**src/rtl/cache_tb_pkg.sv**
```systemverilog
// cache_tb_pkg: shared op/state encodings and the expected-read entry type
// for cache_req_gen and its expected-read FIFO.
package cache_tb_pkg;
    typedef enum logic [1:0] {OP_NOP = 2'b00, OP_RD = 2'b01, OP_WR = 2'b10} op_e;
    typedef enum logic [1:0] {S_IDLE, S_REQ, S_HALT} state_e;
    typedef struct packed {
        logic [31:0] addr;
        logic [3:0]  be;
        logic [31:0] data;
    } exp_entry_t;
    function automatic logic [31:0] be_mask(input logic [3:0] be);
        return {{8{be[3]}}, {8{be[2]}}, {8{be[1]}}, {8{be[0]}}};
    endfunction
endpackage

```
**src/rtl/cache_req_gen_if.sv**
```systemverilog
// cache_req_gen_if: command stream plus L1 cache request/response bus.
// master: the request generator (accepts commands, drives a/be/read/write/wd).
// slave:  the command source and cache model on the other side.
interface cache_req_gen_if;
    logic        cmd_valid;
    logic        cmd_ready;
    logic [1:0]  cmd_op;
    logic [31:0] cmd_addr;
    logic [3:0]  cmd_be;
    logic [31:0] cmd_data;
    logic [31:0] a;
    logic [3:0]  be;
    logic        read;
    logic        write;
    logic [31:0] wd;
    logic        ready;
    logic [31:0] rd;
    logic        rd_valid;
    modport master (
        input  cmd_valid, cmd_op, cmd_addr, cmd_be, cmd_data, ready, rd, rd_valid,
        output cmd_ready, a, be, read, write, wd
    );
    modport slave (
        output cmd_valid, cmd_op, cmd_addr, cmd_be, cmd_data, ready, rd, rd_valid,
        input  cmd_ready, a, be, read, write, wd
    );
endinterface

```
**src/rtl/exp_fifo.sv**
```systemverilog
// exp_fifo: synchronous FIFO of expected read entries.
// Ports: clk, reset (sync active-low), i_push/i_din, i_pop, o_dout (head),
// o_full, o_empty, o_count. Push when full and pop when empty are ignored.
import cache_tb_pkg::*;
module exp_fifo #(
    parameter int  DEPTH = 4,
    parameter type T     = exp_entry_t
) (
    input  logic                   clk,
    input  logic                   reset,
    input  logic                   i_push,
    input  T                       i_din,
    input  logic                   i_pop,
    output T                       o_dout,
    output logic                   o_full,
    output logic                   o_empty,
    output logic [$clog2(DEPTH):0] o_count
);
    localparam int AW = $clog2(DEPTH);
    T               r_mem [DEPTH];
    logic [AW-1:0]  r_wp, r_rp;
    logic [AW:0]    r_cnt;
    logic           w_push, w_pop;
    assign w_push  = i_push & ~o_full;
    assign w_pop   = i_pop & ~o_empty;
    assign o_dout  = r_mem[r_rp];
    assign o_full  = r_cnt == (AW+1)'(DEPTH);
    assign o_empty = r_cnt == '0;
    assign o_count = r_cnt;
    always_ff @(posedge clk) begin
        if (!reset) begin
            r_wp  <= '0;
            r_rp  <= '0;
            r_cnt <= '0;
        end else begin
            if (w_push) begin
                r_mem[r_wp] <= i_din;
                r_wp        <= r_wp + AW'(1);
            end
            if (w_pop) r_rp <= r_rp + AW'(1);
            r_cnt <= r_cnt + (AW+1)'(w_push) - (AW+1)'(w_pop);
        end
    end
endmodule

```
**src/rtl/cache_req_gen.sv**
```systemverilog
// cache_req_gen: CPU-side L1 request initiator with in-order read checking.
// Ports: clk, reset (sync active-low), bus (command + cache bus, master view),
// busy, rd_count/wr_count/err_count (saturating), err_pulse, last_err_addr,
// timeout (sticky until reset).
import cache_tb_pkg::*;
module cache_req_gen #(
    parameter int OUTSTANDING = 4,
    parameter int MAX_WAIT    = 64,
    parameter int CNT_W       = 16
) (
    input  logic                clk,
    input  logic                reset,
    cache_req_gen_if.master     bus,
    output logic                busy,
    output logic [CNT_W-1:0]    rd_count,
    output logic [CNT_W-1:0]    wr_count,
    output logic [CNT_W-1:0]    err_count,
    output logic                err_pulse,
    output logic [31:0]         last_err_addr,
    output logic                timeout
);
    localparam int CW = $clog2(OUTSTANDING) + 1;
    localparam int WW = $clog2(MAX_WAIT + 1);
    state_e            r_state, w_next;
    logic              r_cmd_ready, r_is_rd, r_err_pulse;
    logic [31:0]       r_a, r_wd, r_last_err;
    logic [3:0]        r_be;
    logic [CNT_W-1:0]  r_rd_cnt, r_wr_cnt, r_err_cnt;
    logic [WW-1:0]     r_wdog;
    logic              w_full, w_empty, w_start, w_acc, w_clr, w_stall, w_to, w_mis, w_err;
    logic [CW-1:0]     w_count;
    exp_entry_t        w_head;

    exp_fifo #(.DEPTH(OUTSTANDING), .T(exp_entry_t)) u_fifo (
        .clk     (clk),
        .reset   (reset),
        .i_push  (w_acc & r_is_rd),
        .i_din   ('{addr: r_a, be: r_be, data: r_wd}),
        .i_pop   (bus.rd_valid),
        .o_dout  (w_head),
        .o_full  (w_full),
        .o_empty (w_empty),
        .o_count (w_count)
    );

    // cmd_ready is only ever high in IDLE, so a handshake implies IDLE.
    assign w_start   = bus.cmd_valid & r_cmd_ready & (bus.cmd_op == OP_RD || bus.cmd_op == OP_WR);
    // read gating uses the registered FIFO count only
    assign bus.read  = (r_state == S_REQ) & r_is_rd & ~w_full;
    assign bus.write = (r_state == S_REQ) & ~r_is_rd;
    assign w_acc     = (bus.read | bus.write) & bus.ready;
    assign w_clr     = w_acc | bus.rd_valid;
    // with no acceptance and no response, any pending request or queued read is a stall
    assign w_stall   = (r_state == S_REQ) | ~w_empty;
    assign w_to      = (r_state != S_HALT) & ~w_clr & w_stall & (r_wdog == WW'(MAX_WAIT - 1));
    assign w_mis     = |((w_head.data ^ bus.rd) & be_mask(w_head.be));
    assign w_err     = bus.rd_valid & (w_empty | w_mis);

    always_comb begin
        w_next = r_state;
        if (w_to)
            w_next = S_HALT;
        else if (r_state == S_IDLE && w_start)
            w_next = S_REQ;
        else if (r_state == S_REQ && w_acc)
            w_next = S_IDLE;
    end

    always_ff @(posedge clk) begin
        if (!reset) begin
            r_state     <= S_IDLE;
            r_cmd_ready <= 1'b0;
            r_is_rd     <= 1'b0;
            r_a         <= '0;
            r_be        <= '0;
            r_wd        <= '0;
            r_rd_cnt    <= '0;
            r_wr_cnt    <= '0;
            r_err_cnt   <= '0;
            r_err_pulse <= 1'b0;
            r_last_err  <= '0;
            r_wdog      <= '0;
        end else begin
            r_state     <= w_next;
            r_cmd_ready <= w_next == S_IDLE;
            if (w_start) begin
                r_is_rd <= bus.cmd_op == OP_RD;
                r_a     <= bus.cmd_addr;
                r_be    <= bus.cmd_be;
                r_wd    <= bus.cmd_data;
            end
            r_rd_cnt    <= r_rd_cnt + CNT_W'(w_acc & r_is_rd & ~&r_rd_cnt);
            r_wr_cnt    <= r_wr_cnt + CNT_W'(w_acc & ~r_is_rd & ~&r_wr_cnt);
            r_err_cnt   <= r_err_cnt + CNT_W'(w_err & ~&r_err_cnt);
            r_err_pulse <= w_err;
            if (bus.rd_valid && !w_empty && w_mis) r_last_err <= w_head.addr;
            // frozen at 0 in HALT so it cannot wrap while responses trickle in
            r_wdog      <= (w_clr || r_state == S_HALT || !w_stall) ? '0 : r_wdog + WW'(1);
        end
    end

    assign bus.cmd_ready = r_cmd_ready;
    assign bus.a         = r_a;
    assign bus.be        = r_be;
    assign bus.wd        = r_wd;
    assign busy          = (r_state == S_REQ) | (w_count != '0);
    assign rd_count      = r_rd_cnt;
    assign wr_count      = r_wr_cnt;
    assign err_count     = r_err_cnt;
    assign err_pulse     = r_err_pulse;
    assign last_err_addr = r_last_err;
    assign timeout       = r_state == S_HALT;
endmodule

```
**src/flat_wrapper.sv**
```systemverilog
// flat-port wrapper written by rule: the top's interface ports become plain ports
module cache_req_gen_flat 
#(
    parameter int OUTSTANDING = 4,
    parameter int MAX_WAIT    = 64,
    parameter int CNT_W       = 16
)
  (clk, reset, busy, rd_count, wr_count, err_count, err_pulse, last_err_addr, timeout, bus_cmd_valid, bus_cmd_op, bus_cmd_addr, bus_cmd_be, bus_cmd_data, bus_ready, bus_rd, bus_rd_valid, bus_cmd_ready, bus_a, bus_be, bus_read, bus_write, bus_wd);
  cache_req_gen_if bus_i ();
  input  logic clk;
  input  logic reset;
  output logic busy;
  output logic [CNT_W-1:0] rd_count;
  output logic [CNT_W-1:0] wr_count;
  output logic [CNT_W-1:0] err_count;
  output logic err_pulse;
  output logic [31:0] last_err_addr;
  output logic timeout;
  input wire logic [$bits(bus_i.cmd_valid)-1:0] bus_cmd_valid;
  input wire logic [$bits(bus_i.cmd_op)-1:0] bus_cmd_op;
  input wire logic [$bits(bus_i.cmd_addr)-1:0] bus_cmd_addr;
  input wire logic [$bits(bus_i.cmd_be)-1:0] bus_cmd_be;
  input wire logic [$bits(bus_i.cmd_data)-1:0] bus_cmd_data;
  input wire logic [$bits(bus_i.ready)-1:0] bus_ready;
  input wire logic [$bits(bus_i.rd)-1:0] bus_rd;
  input wire logic [$bits(bus_i.rd_valid)-1:0] bus_rd_valid;
  output wire logic [$bits(bus_i.cmd_ready)-1:0] bus_cmd_ready;
  output wire logic [$bits(bus_i.a)-1:0] bus_a;
  output wire logic [$bits(bus_i.be)-1:0] bus_be;
  output wire logic [$bits(bus_i.read)-1:0] bus_read;
  output wire logic [$bits(bus_i.write)-1:0] bus_write;
  output wire logic [$bits(bus_i.wd)-1:0] bus_wd;
  assign bus_i.cmd_valid = bus_cmd_valid;
  assign bus_i.cmd_op = bus_cmd_op;
  assign bus_i.cmd_addr = bus_cmd_addr;
  assign bus_i.cmd_be = bus_cmd_be;
  assign bus_i.cmd_data = bus_cmd_data;
  assign bus_i.ready = bus_ready;
  assign bus_i.rd = bus_rd;
  assign bus_i.rd_valid = bus_rd_valid;
  assign bus_cmd_ready = bus_i.cmd_ready;
  assign bus_a = bus_i.a;
  assign bus_be = bus_i.be;
  assign bus_read = bus_i.read;
  assign bus_write = bus_i.write;
  assign bus_wd = bus_i.wd;
  cache_req_gen #(.OUTSTANDING(OUTSTANDING), .MAX_WAIT(MAX_WAIT), .CNT_W(CNT_W)) u_core (.clk(clk), .reset(reset), .bus(bus_i), .busy(busy), .rd_count(rd_count), .wr_count(wr_count), .err_count(err_count), .err_pulse(err_pulse), .last_err_addr(last_err_addr), .timeout(timeout));
endmodule
```
**config.mk**
```make
export PLATFORM = sky130hd
export DESIGN_NAME = cache_req_gen_flat
export DESIGN_NICKNAME = d
export VERILOG_FILES = /design/src/rtl/cache_tb_pkg.sv /design/src/rtl/cache_req_gen_if.sv /design/src/rtl/exp_fifo.sv /design/src/rtl/cache_req_gen.sv /design/src/flat_wrapper.sv
export SDC_FILE = /design/constraint.sdc
export NUM_CORES = 1
export LEC_CHECK = 0
export BUFFER_PORTS_ARGS = -buffer_cell sky130_fd_sc_hd__buf_4
export CAP_MARGIN = 30
export CORE_MARGIN = 3
export CORE_UTILIZATION = 45
export CTS_BUF_LIST = sky130_fd_sc_hd__clkbuf_8
export DETAILED_ROUTE_END_ITERATION = 8
export PLACE_DENSITY_LB_ADDON = 0.08
export SKIP_CTS_REPAIR_TIMING = 1
export SLEW_MARGIN = 20
export SYNTH_ARGS = -nofsm -noshare
export SYNTH_HDL_FRONTEND = slang
export SYNTH_SLANG_ARGS = --single-unit
```
**constraint.sdc**
```tcl
create_clock -name clk -period 8.4 [get_ports clk]
set_input_delay 0.84 -clock clk [delete_from_list [all_inputs] [get_ports clk]]
set_output_delay 0.84 -clock clk [all_outputs]
set_load 0.05 [all_outputs]
```
After elaboration in Yosys (flattened, before gate mapping)
Memories as Yosys holds them, arrays and structs flattened. A register that Yosys moved wholly into a read port is not among the register bits. Cells that the tools add are included. W data, S select, Z words.

Add/sub/neg operators: 8. Eq/ne operators: 7. Mux-type cells: 8. Bitwise gates (word level): 31. Reductions and logical operators: 21.

Operators by type and width (number): $add A16 B16 Y16 (3); $reduce_and A16 Y1 (3); $and A16 B1 Y16 (2); $and A32 B32 Y32 (1); $reduce_or A32 Y1 (1); $xor A32 B32 Y32 (1); $and A1 B16 Y16 (1); $not A1 Y16 (1); $and A1 B1 Y1 (15); $mux W2 (5); $add A7 B1 Y7 const B (1); $eq A7 B6 Y1 const B (1); $logic_not A1 Y1 (5); $not A1 Y1 (5); $or A1 B1 Y1 (5); $add A2 B1 Y2 const B (2); $eq A2 B1 Y1 const B (2); $eq A2 B2 Y1 const B (2); $logic_and A1 B1 Y1 (4); $logic_not A2 Y1 (2); $add A3 B1 Y3 (1); $eq A3 B3 Y1 const B (1); $logic_not A3 Y1 (1); $logic_or A1 B1 Y1 (3); 5 further kinds (7).

Register bits: 167. Bits in writable memories: 272. Input port bits: 107. Output and inout port bits: 154. Logic and storage cells: 91. Memories kept: 1.

Memories: u_core.u_fifo.r_mem (depth 4, width 68, rd ports 1, clocked after memory_dff 1, wr ports 1, RTL line exp_fifo.sv:20) `T r_mem [DEPTH];`.

Logic depth before layout (Yosys ltp)
Gate-level depths: netlist of run 1.

Depth after elaboration: 12. Mapped depth: 14. Gate-level depth less buffers: 13.

By module
A second synthesis of run 1 with hierarchy kept.

Cells, all modules: 1173. Area total of the unflattened synthesis: 16826.1 µm².

By module, submodules not included: exp_fifo (times used 1, cells an instance 407, area each 10309.9 µm², seq. area each 8348.0 µm²); cache_req_gen (times used 1, cells an instance 766, area each 6516.2 µm², seq. area each 3203.1 µm²).

Worst setup path before layout of run 1
Ideal clock, no wire load.

Path kind: register to register. From: register u_core.r_state[0]. To: memory u_core.u_fifo.r_mem[1][0] (netlist bit) (enable). Setup time: 0.434 ns. Arrival: 3.440 ns. Data required time: 7.966 ns. Setup slack: 4.526 ns. Stages on the path, launching flop included: 7. Buffers on the path: 1. Clock period less this slack: 3.874 ns. Path through: dfxtp_1 nor2b_1 nand2_1 a21oi_1 and2_1 clkbuf_1 and3_1.

Word-level cells in the longest chain between the ends: 10. Elaborated cells on any way between the ends: 11. Classes of those cells: eq/ne (1); mux (3); bitwise (7).

Ends and longest elaborated chain: from (decl) (RTL line cache_req_gen.sv:24) `state_e r_state, w_next;`; from (signal assigned) (RTL line cache_req_gen.sv:84) `r_state <= w_next;`; $eq A2 B1 Y1 (RTL line cache_req_gen.sv:49) `assign bus.read = (r_state == S_REQ) & r_is_rd & ~w_full;`; $and A1 B1 Y1 (2 in series) (RTL line cache_req_gen.sv:49); net bus_read (RTL line flat_wrapper.sv:30) `output wire logic [$bits(bus_i.read)-1:0] bus_read;`; $or A1 B1 Y1 (RTL line cache_req_gen.sv:51) `assign w_acc = (bus.read | bus.write) & bus.ready;`; $and A1 B1 Y1 (RTL line cache_req_gen.sv:51); $and A1 B1 Y1 (RTL line cache_req_gen.sv:37) `.i_push (w_acc & r_is_rd),`; $and A1 B1 Y1 (RTL line exp_fifo.sv:24) `assign w_push = i_push & ~o_full;`; $mux W1 (RTL line exp_fifo.sv:36) `if (w_push) begin`; $mux W1 (RTL line exp_fifo.sv:31) `if (!reset) begin`; $mux W1 (not written as such) (RTL line exp_fifo.sv:37) `r_mem[r_wp] <= i_din;`; to (decl) (RTL line exp_fifo.sv:20).

The timed path passes the listed nets, and every way through them passes these cells.

==> summary.txt, run 1 <==
Final layout
  – Most frequent cells in the layout: edfxtp_1 (272), buf_4 (268), nand2_1 (233)
  – Most common cell after layout, fill and taps aside: edfxtp_1
  – NumNets Final: between 1.5k and 2k
  – Fin util: 57.0%
  – Ratio of cells with drive above 1 in the final layout: between 20% and 30%
  – Layout area overhead: 23.1%
  – Diodes inserted: 0
  – Fillers: ~3.0k

Logic synthesis
  – Distinct cell type count after synthesis: 37
  – Syn_area_per_cell: approximately 14 µm²
  – XOR/XNOR share of the synthesized area: under 10%
  – Mapped Cells: approximately 1.2k
  – Synth Cell Area: ~17000 µm²
  – Largest family of logic cells by synthesized area: multiplexers
  – Synth Area in Adders: approximately 1.2%
  – Syn nets: approximately 1.3k
  – Synth Area in Compound Gates: roughly 3.5%
  – Synth warn: 0
  – Simple-Gate Fraction of Synth Area: a little under a tenth
  – Mux cell area share after synthesis: between 10 and 15%
  – Post-synthesis sequential area ratio: ~70%
  – Yosys reg bits: about 440

Setup path
  – Crit. End Element: register
  – Crit path max fanout: 42
  – Crit-path slowest cell: buf_4
  – Largest delay share family, worst path: simple AND/OR/NAND/NOR gates
  – Crit-path cells: buf_4, mux4_2, xnor2_1, nand4_1, o21ai_1, and4_1, a211oi_1, ha_1, ha_1, and3_1, nand4_1, xor2_1, nor2_1
  – Worst path bufs/invs: 1
  – CP startpoint kind: register
  – Worst path required time: between 8 and 9 ns
  – Worst EP arrival: between 4 and 5 ns
  – CP peak stage delay: ~0.77 ns
  – Crit Path Class: reg -> reg

Clock tree
  – H-tree levels: 3
  – Clk buf depth: 3
  – Clk pin slew, worst setup/hold paths: 0.06 ns
  – CTS sink cnt: roughly 440
  – Clk_lat worst skew: roughly 0.6 ns
  – CTS tree: done
  – Clock root buffer: clkbuf_8
  – Total CTS buffers: 73

Routing
  – DRT antenna net count: 0
  – DRC viols: 0
  – First drt pass iteration count: 4
  – Vias: approximately 10k
  – Initial DRC Count: approximately 440
  – Detailed Route WL: between 30 and 40 mm
  – Wirelength per Cell: 18.3 µm
  – Routed vias/inst: 5.10

Placement
  – Routability cong.: about 0.73
  – Number of port buffers: 260
  – HPWL after detailed placement: about 23 mm

Die
  – Die area: roughly 40000 µm²
  – Die Width: 199 µm
  – Standard-cell rows: 69
  – I/O pins: around 260
  – Core Region: approximately 36000 µm²
  – Initial core utilization: between 40 and 50%
  – Die H: 199 µm

Flow run
  – Number of max-cap violations: 0

STA
  – Layout Skew: about 0.018 ns
  – Fin crit period: between 4 and 5 ns
  – Final setup fails: 0
  – FMAX: 0.233 GHz
  – Slew Viols, Final: 0
  – Slew headroom: about two fifths
  – Hold Fails Final Rpt: 0
  – Worst Tran Pin Value: slightly below 0.9 ns
  – RSZ-0062 raised after global routing: false
  – Setup TNS: 0 ns
  – Final period util: approximately half

Power
  – Internal power: ~3.8 mW
  – Sw Ratio: 27.5%
  – VDD IR-drop max: roughly 0.00013 V
  – Sw power: roughly 1.4 mW
  – Power share of the clock group: between 30% and 40%
  – Pwr/cell area: between 200 and 300 nW/µm²
  – Combinational share of power: 17.8%
  – Leak: around 7.6 nW
  – Sequential share of power: roughly 47%

Hold path
  – Worst min path class: reg -> reg

GRT
  – Global router's overall resource usage: about 18%
  – Pin count of the biggest net entering global routing: 71
  – Antenna violations before repair: 1
  – First-pass GRT wire length: ~56 mm
  – Total gr overflow: 0
  – Vias in the first global route: around 10k

Status
  – Outcome: finished, final reports clean
-- path summary, 6_finish.rpt --
path	to	from	cells past startpoint	slack (ns)
worst max-delay path	u_core.err_count[14]$_SDFF_PN0_	register	13	4.11
worst min-delay path	u_core.r_wdog[0]$_SDFF_PP0_	u_core.r_wdog[0]$_SDFF_PP0_	1	0.45
worst max register to register	u_core.err_count[14]$_SDFF_PN0_	register	13	4.11
worst min register to register	u_core.r_wdog[0]$_SDFF_PP0_	u_core.r_wdog[0]$_SDFF_PP0_	1	0.45
-- sequential cells by signal, summed over array words and instances (netlist names), 3 cells and up, named ones only --
signal / flops
u_core.u_fifo.r_mem: 272
u_core.bus.a: 32
u_core.bus.wd: 32
u_core.last_err_addr: 32
u_core.err_count: 16
u_core.rd_count: 16
u_core.wr_count: 16
u_core.r_wdog: 7
u_core.bus.be: 4
u_core.u_fifo.o_count: 3
-- metal layers --
layer,track usage (%),up-vias,routed length [µm]
li1,-,4867,-
met3,4.81,55,2180
met1,25.2,4940,16400
met5,0,-,13
met2,29.3,252,17200
met4,5.47,2,640
-- stage by stage --
step | instance area (µm²) | total power, mW | cells | setup slack, ns | hold WS, ns
floorplan | 16700 | 3.22 | 1177 | 4.53 | 0.418
global placement | 19000 | 3.43 | 1848 | 3.91 | 0.431
detailed placement | 19100 | 3.45 | 1850 | 3.95 | 0.436
CTS | 20500 | 5.31 | 1984 | 3.91 | 0.435
global route | 20600 | 5.48 | 1985 | 3.58 | 0.437
finish | 20600 | 5.22 | 1985 | 4.11 | 0.447
-- Yosys cell counts (all sizes together) --
cell / instances / share of area (%)
a41o: 1 / 0.060
nand2: 233 / 5.2
inv: 11 / 0.25
nor3: 1 / 0.030
buf: 23 / 0.96
a211oi: 3 / 0.13
a21oi: 87 / 2.6
edfxtp: 272 / 49
or3: 15 / 0.56
nand3b: 1 / 0.045
or2: 1 / 0.037
nand4: 16 / 0.60
nand2b: 2 / 0.075
and3: 12 / 0.45
mux4: 68 / 9.2
and4: 3 / 0.16
nand3: 19 / 0.57
dfxtp: 169 / 20
nor2: 54 / 1.2
o211a: 1 / 0.060
and2: 9 / 0.34
nor3b: 1 / 0.045
mux2i: 32 / 1.9
nor4: 1 / 0.037
xnor2: 46 / 2.4
clkbuf: 35 / 0.79
nor2b: 1 / 0.037
fa: 1 / 0.12
xor2: 24 / 1.3
ha: 14 / 1.0
o21ai: 20 / 0.60
a31oi: 1 / 0.037
-- cells by family (layout without fill, tap and decap cells) --
| family | count (synthesis) | after routing |
|---|---|---|
| fa+ha+maj | 15 | 15 |
| xor+xnor | 70 | 70 |
| buf+inv | 69 | 416 |
| simple gates | 369 | 369 |
| flops | 441 | 441 |
| mux | 100 | 100 |
| compound gates | 113 | 113 |
-- layout make-up --
cell class                 count  area [µm²]  area share (%)
tap                          461         577            2.80
multi-input combinational    667        4850            23.6
inverter                      11        43.8           0.213
timing repair buffer         271        2090            10.1
sequential                   441       11600            56.2
clock inverter                51         309            1.50
clock buffer                  83        1140            5.55
-- power groups by stage --
| stage | registers [mW] | clock network, mW | logic [mW] |
|---|---|---|---|
| final | 2.46 | 1.84 | 0.928 |
| after global routing | 2.47 | 2.00 | 0.998 |
| after CTS | 2.46 | 1.90 | 0.940 |
| after detailed placement | 2.51 | 0 | 0.938 |
| after global placement | 2.52 | 0 | 0.909 |
| after floorplan | 2.64 | 0 | 0.581 |
Power figures use the tool's default switching activity.
==> inputs of run 2 (changes only) <==
clock period = 4.1 ns   (was 8.4 ns; I/O delays follow)
==> summary.txt, run 2 (synthesis results as in run 1) <==
Status
  – Outcome: finished, final reports clean (unchanged)

Die
  – I/O pins: 261 (unchanged)
  – Core Region: 36100 µm² (unchanged)
  – Die H: 199 µm (unchanged)
  – Initial core utilization: 46.3% (unchanged)
  – Standard-cell rows: 69 (unchanged)
  – Die Width: 199 µm (unchanged)
  – Die area: 39500 µm² (unchanged)

Power
  – Pwr/cell area: 521 nW/µm² (was 254 nW/µm²)
  – VDD IR-drop max: 0.000242 V (was 0.000130 V)
  – Leak: 7.75 nW (was 7.64 nW)
  – Total power: 10.8 mW (was 5.22 mW)

Clock tree
  – H-tree levels: 3 (unchanged)
  – Clk buf depth: 3 (unchanged)
  – Total CTS buffers: 74 (was 73)
  – CTS tree: done (unchanged)
  – Clk_lat worst skew: 0.59 ns (was 0.60 ns)
  – CTS sink cnt: 441 (unchanged)
  – Clock root buffer: clkbuf_8 (unchanged)
  – Clk pin slew, worst setup/hold paths: 0.07 ns (was 0.06 ns)

Setup path
  – CP Depth: 13 (unchanged)
  – Crit-path slowest cell: mux4_2 (was buf_4)
  – R2r worst-path depth: 13 (unchanged)
  – Worst EP arrival: 3.96 ns (was 4.77 ns)
  – CP peak stage delay: 0.55 ns (was 0.77 ns)
  – Crit-path cells: buf_12, mux4_2, xnor2_1, nand4_1, o21ai_1, and4_1, a211oi_1, ha_1, ha_1, and3_1, nand4_1, xor2_1, nor2_1 (was buf_4, mux4_2, xnor2_1, nand4_1, o21ai_1, and4_1, a211oi_1, ha_1, ha_1, and3_1, nand4_1, xor2_1, nor2_1)
  – Crit path max fanout: 25 (was 42)
  – Crit. End Element: register (unchanged)
  – Worst path bufs/invs: 1 (unchanged)
  – Worst path required time: 4.56 ns (was 8.88 ns)
  – Reg-to-reg endpoint: u_core.err_count[14]$_SDFF_PN0_ (unchanged)
  – Reg2Reg Setup Slack: 0.60 ns (was 4.11 ns)
  – CP startpoint kind: register (unchanged)
  – Largest delay share family, worst path: simple AND/OR/NAND/NOR gates (unchanged)
  – Crit Path Class: reg -> reg (unchanged)

Hold path
  – Worst min path class: in -> reg (was reg -> reg)
  – Hold Crit Start: bus_cmd_addr[16] (was u_core.r_wdog[0]$_SDFF_PP0_)
  – Hold depth: 3 (was 1)
  – End of the worst hold path: u_core.bus.a[16]$_SDFFE_PN0P_ (was u_core.r_wdog[0]$_SDFF_PP0_)

Routing
  – DRC viols: 0 (unchanged)
  – First drt pass iteration count: 5 (was 4)
  – Initial DRC Count: 428 (was 435)
  – Routed vias/inst: 5.06 (was 5.10)
  – Detailed Route WL: 36.7 mm (was 36.4 mm)
  – Wirelength per Cell: 18.4 µm (was 18.3 µm)
  – Vias: 10.1k (about the same)
  – DRT antenna net count: 0 (unchanged)

STA
  – Hold Fails Final Rpt: 0 (unchanged)
  – Slew Viols, Final: 0 (unchanged)
  – FMAX: 0.285 GHz (was 0.233 GHz)
  – Final setup fails: 0 (unchanged)
  – RSZ-0062 raised after global routing: false (unchanged)
  – Worst Tran Pin Value: 0.880 ns (was 0.895 ns)
  – Fin crit period: 3.50 ns (was 4.29 ns)
  – Slew headroom: 41.3% (was 40.3%)
  – Final period util: 85.5% (was 51.1%)
  – Setup TNS: 0 ns (unchanged)
  – Layout Skew: 0.0146 ns (was 0.0185 ns)

Final layout
  – Max reg flops: 272 (unchanged)
  – Ratio of cells with drive above 1 in the final layout: 30.1% (was 29.6%)
  – Layout area overhead: 23.7% (was 23.1%)
  – Most common cell after layout, fill and taps aside: buf_4 (was edfxtp_1)
  – Reg with most FFs: u_core.u_fifo.r_mem (unchanged)
  – Fin util: 57.3% (was 57.0%)
  – Most frequent cells in the layout: buf_4 (279), edfxtp_1 (272), nand2_1 (233) (was edfxtp_1 (272), buf_4 (268), nand2_1 (233))
  – NumNets Final: 1598 (was 1587)

GRT
  – First-pass GRT wire length: 57.0 mm (was 56.3 mm)
  – Global router's overall resource usage: 18.7% (was 18.4%)
  – Antenna violations before repair: 2 (was 1)
  – Vias in the first global route: 10.3k (was 10.2k)
  – Total gr overflow: 0 (unchanged)
  – Pin count of the biggest net entering global routing: 74 (was 71)

Placement
  – Number of port buffers: 260 (unchanged)
  – HPWL after detailed placement: 23.8 mm (was 22.9 mm)
  – Routability cong.: 0.739 (was 0.735)

Flow run
  – Number of max-cap violations: 0 (unchanged)
-- run 2: metal layers --
layer | share of wire (%) | GRT usage, % | vias to the layer above
met2 | 48 | 29.7 | 255
met3 | 5.6 | 4.78 | 55
met1 | 45 | 25.4 | 4912
met4 | 1.9 | 5.96 | 2
li1 | - | - | 4890
met5 | 0.046 | 0 | -
-- run 2: worst max-delay path by stage --
| stage | startpoint | end | slack, ns |
|---|---|---|---|
| 2_1_floorplan | u_core.r_state[0]$_SDFF_PN0_ | u_core.u_fifo.r_mem[2][0]$_DFFE_PP_ | 0.23 |
| 3_3_place_gp | register | u_core.err_count[14]$_SDFF_PN0_ | 0.57 |
| 3_5_place_dp | register | u_core.err_count[14]$_SDFF_PN0_ | 0.54 |
| 4_1_cts | register | u_core.err_count[14]$_SDFF_PN0_ | 0.51 |
| 5_1_grt | register | u_core.err_count[8]$_SDFF_PN0_ | 0.31 |
| 6_report | register | u_core.err_count[14]$_SDFF_PN0_ | 0.60 |
-- run 2: tightest hold or removal path: stages --
cell and delay, ns:
buf_4 0.11, nand2_1 0.04, a21oi_1 0.05
-- run 2: layout make-up --
class                           instances  area [µm²]
Fill cell                            2968       15400
Sequential cell                       441       11600
Multi-Input combinational cell        667        4850
Timing Repair Buffer                  281        2130
Clock buffer                           91        1250
Tap cell                              461         577
Clock inverter                         45         241
Inverter                               11        43.8
Antenna cell                            1        2.50
-- run 2: where the power goes --
part	switching (mW)	internal (mW)
Clock	1.68	2.13
Sequential	0.173	4.84
Combinational	1.06	0.885
Total	2.91	7.85
-- run 2: per-stage QoR --
stage                     std cells  instance area (µm²)  hold WS [ns]  setup slack, ns
after floorplan                1177                16700         0.418            0.226
after global placement         1860                19100         0.431            0.574
after detailed placement       1861                19200         0.439            0.537
after CTS                      1997                20700       0.00656            0.511
after global routing           1998                20700        0.0157            0.313
final                          1998                20700        0.0634            0.596
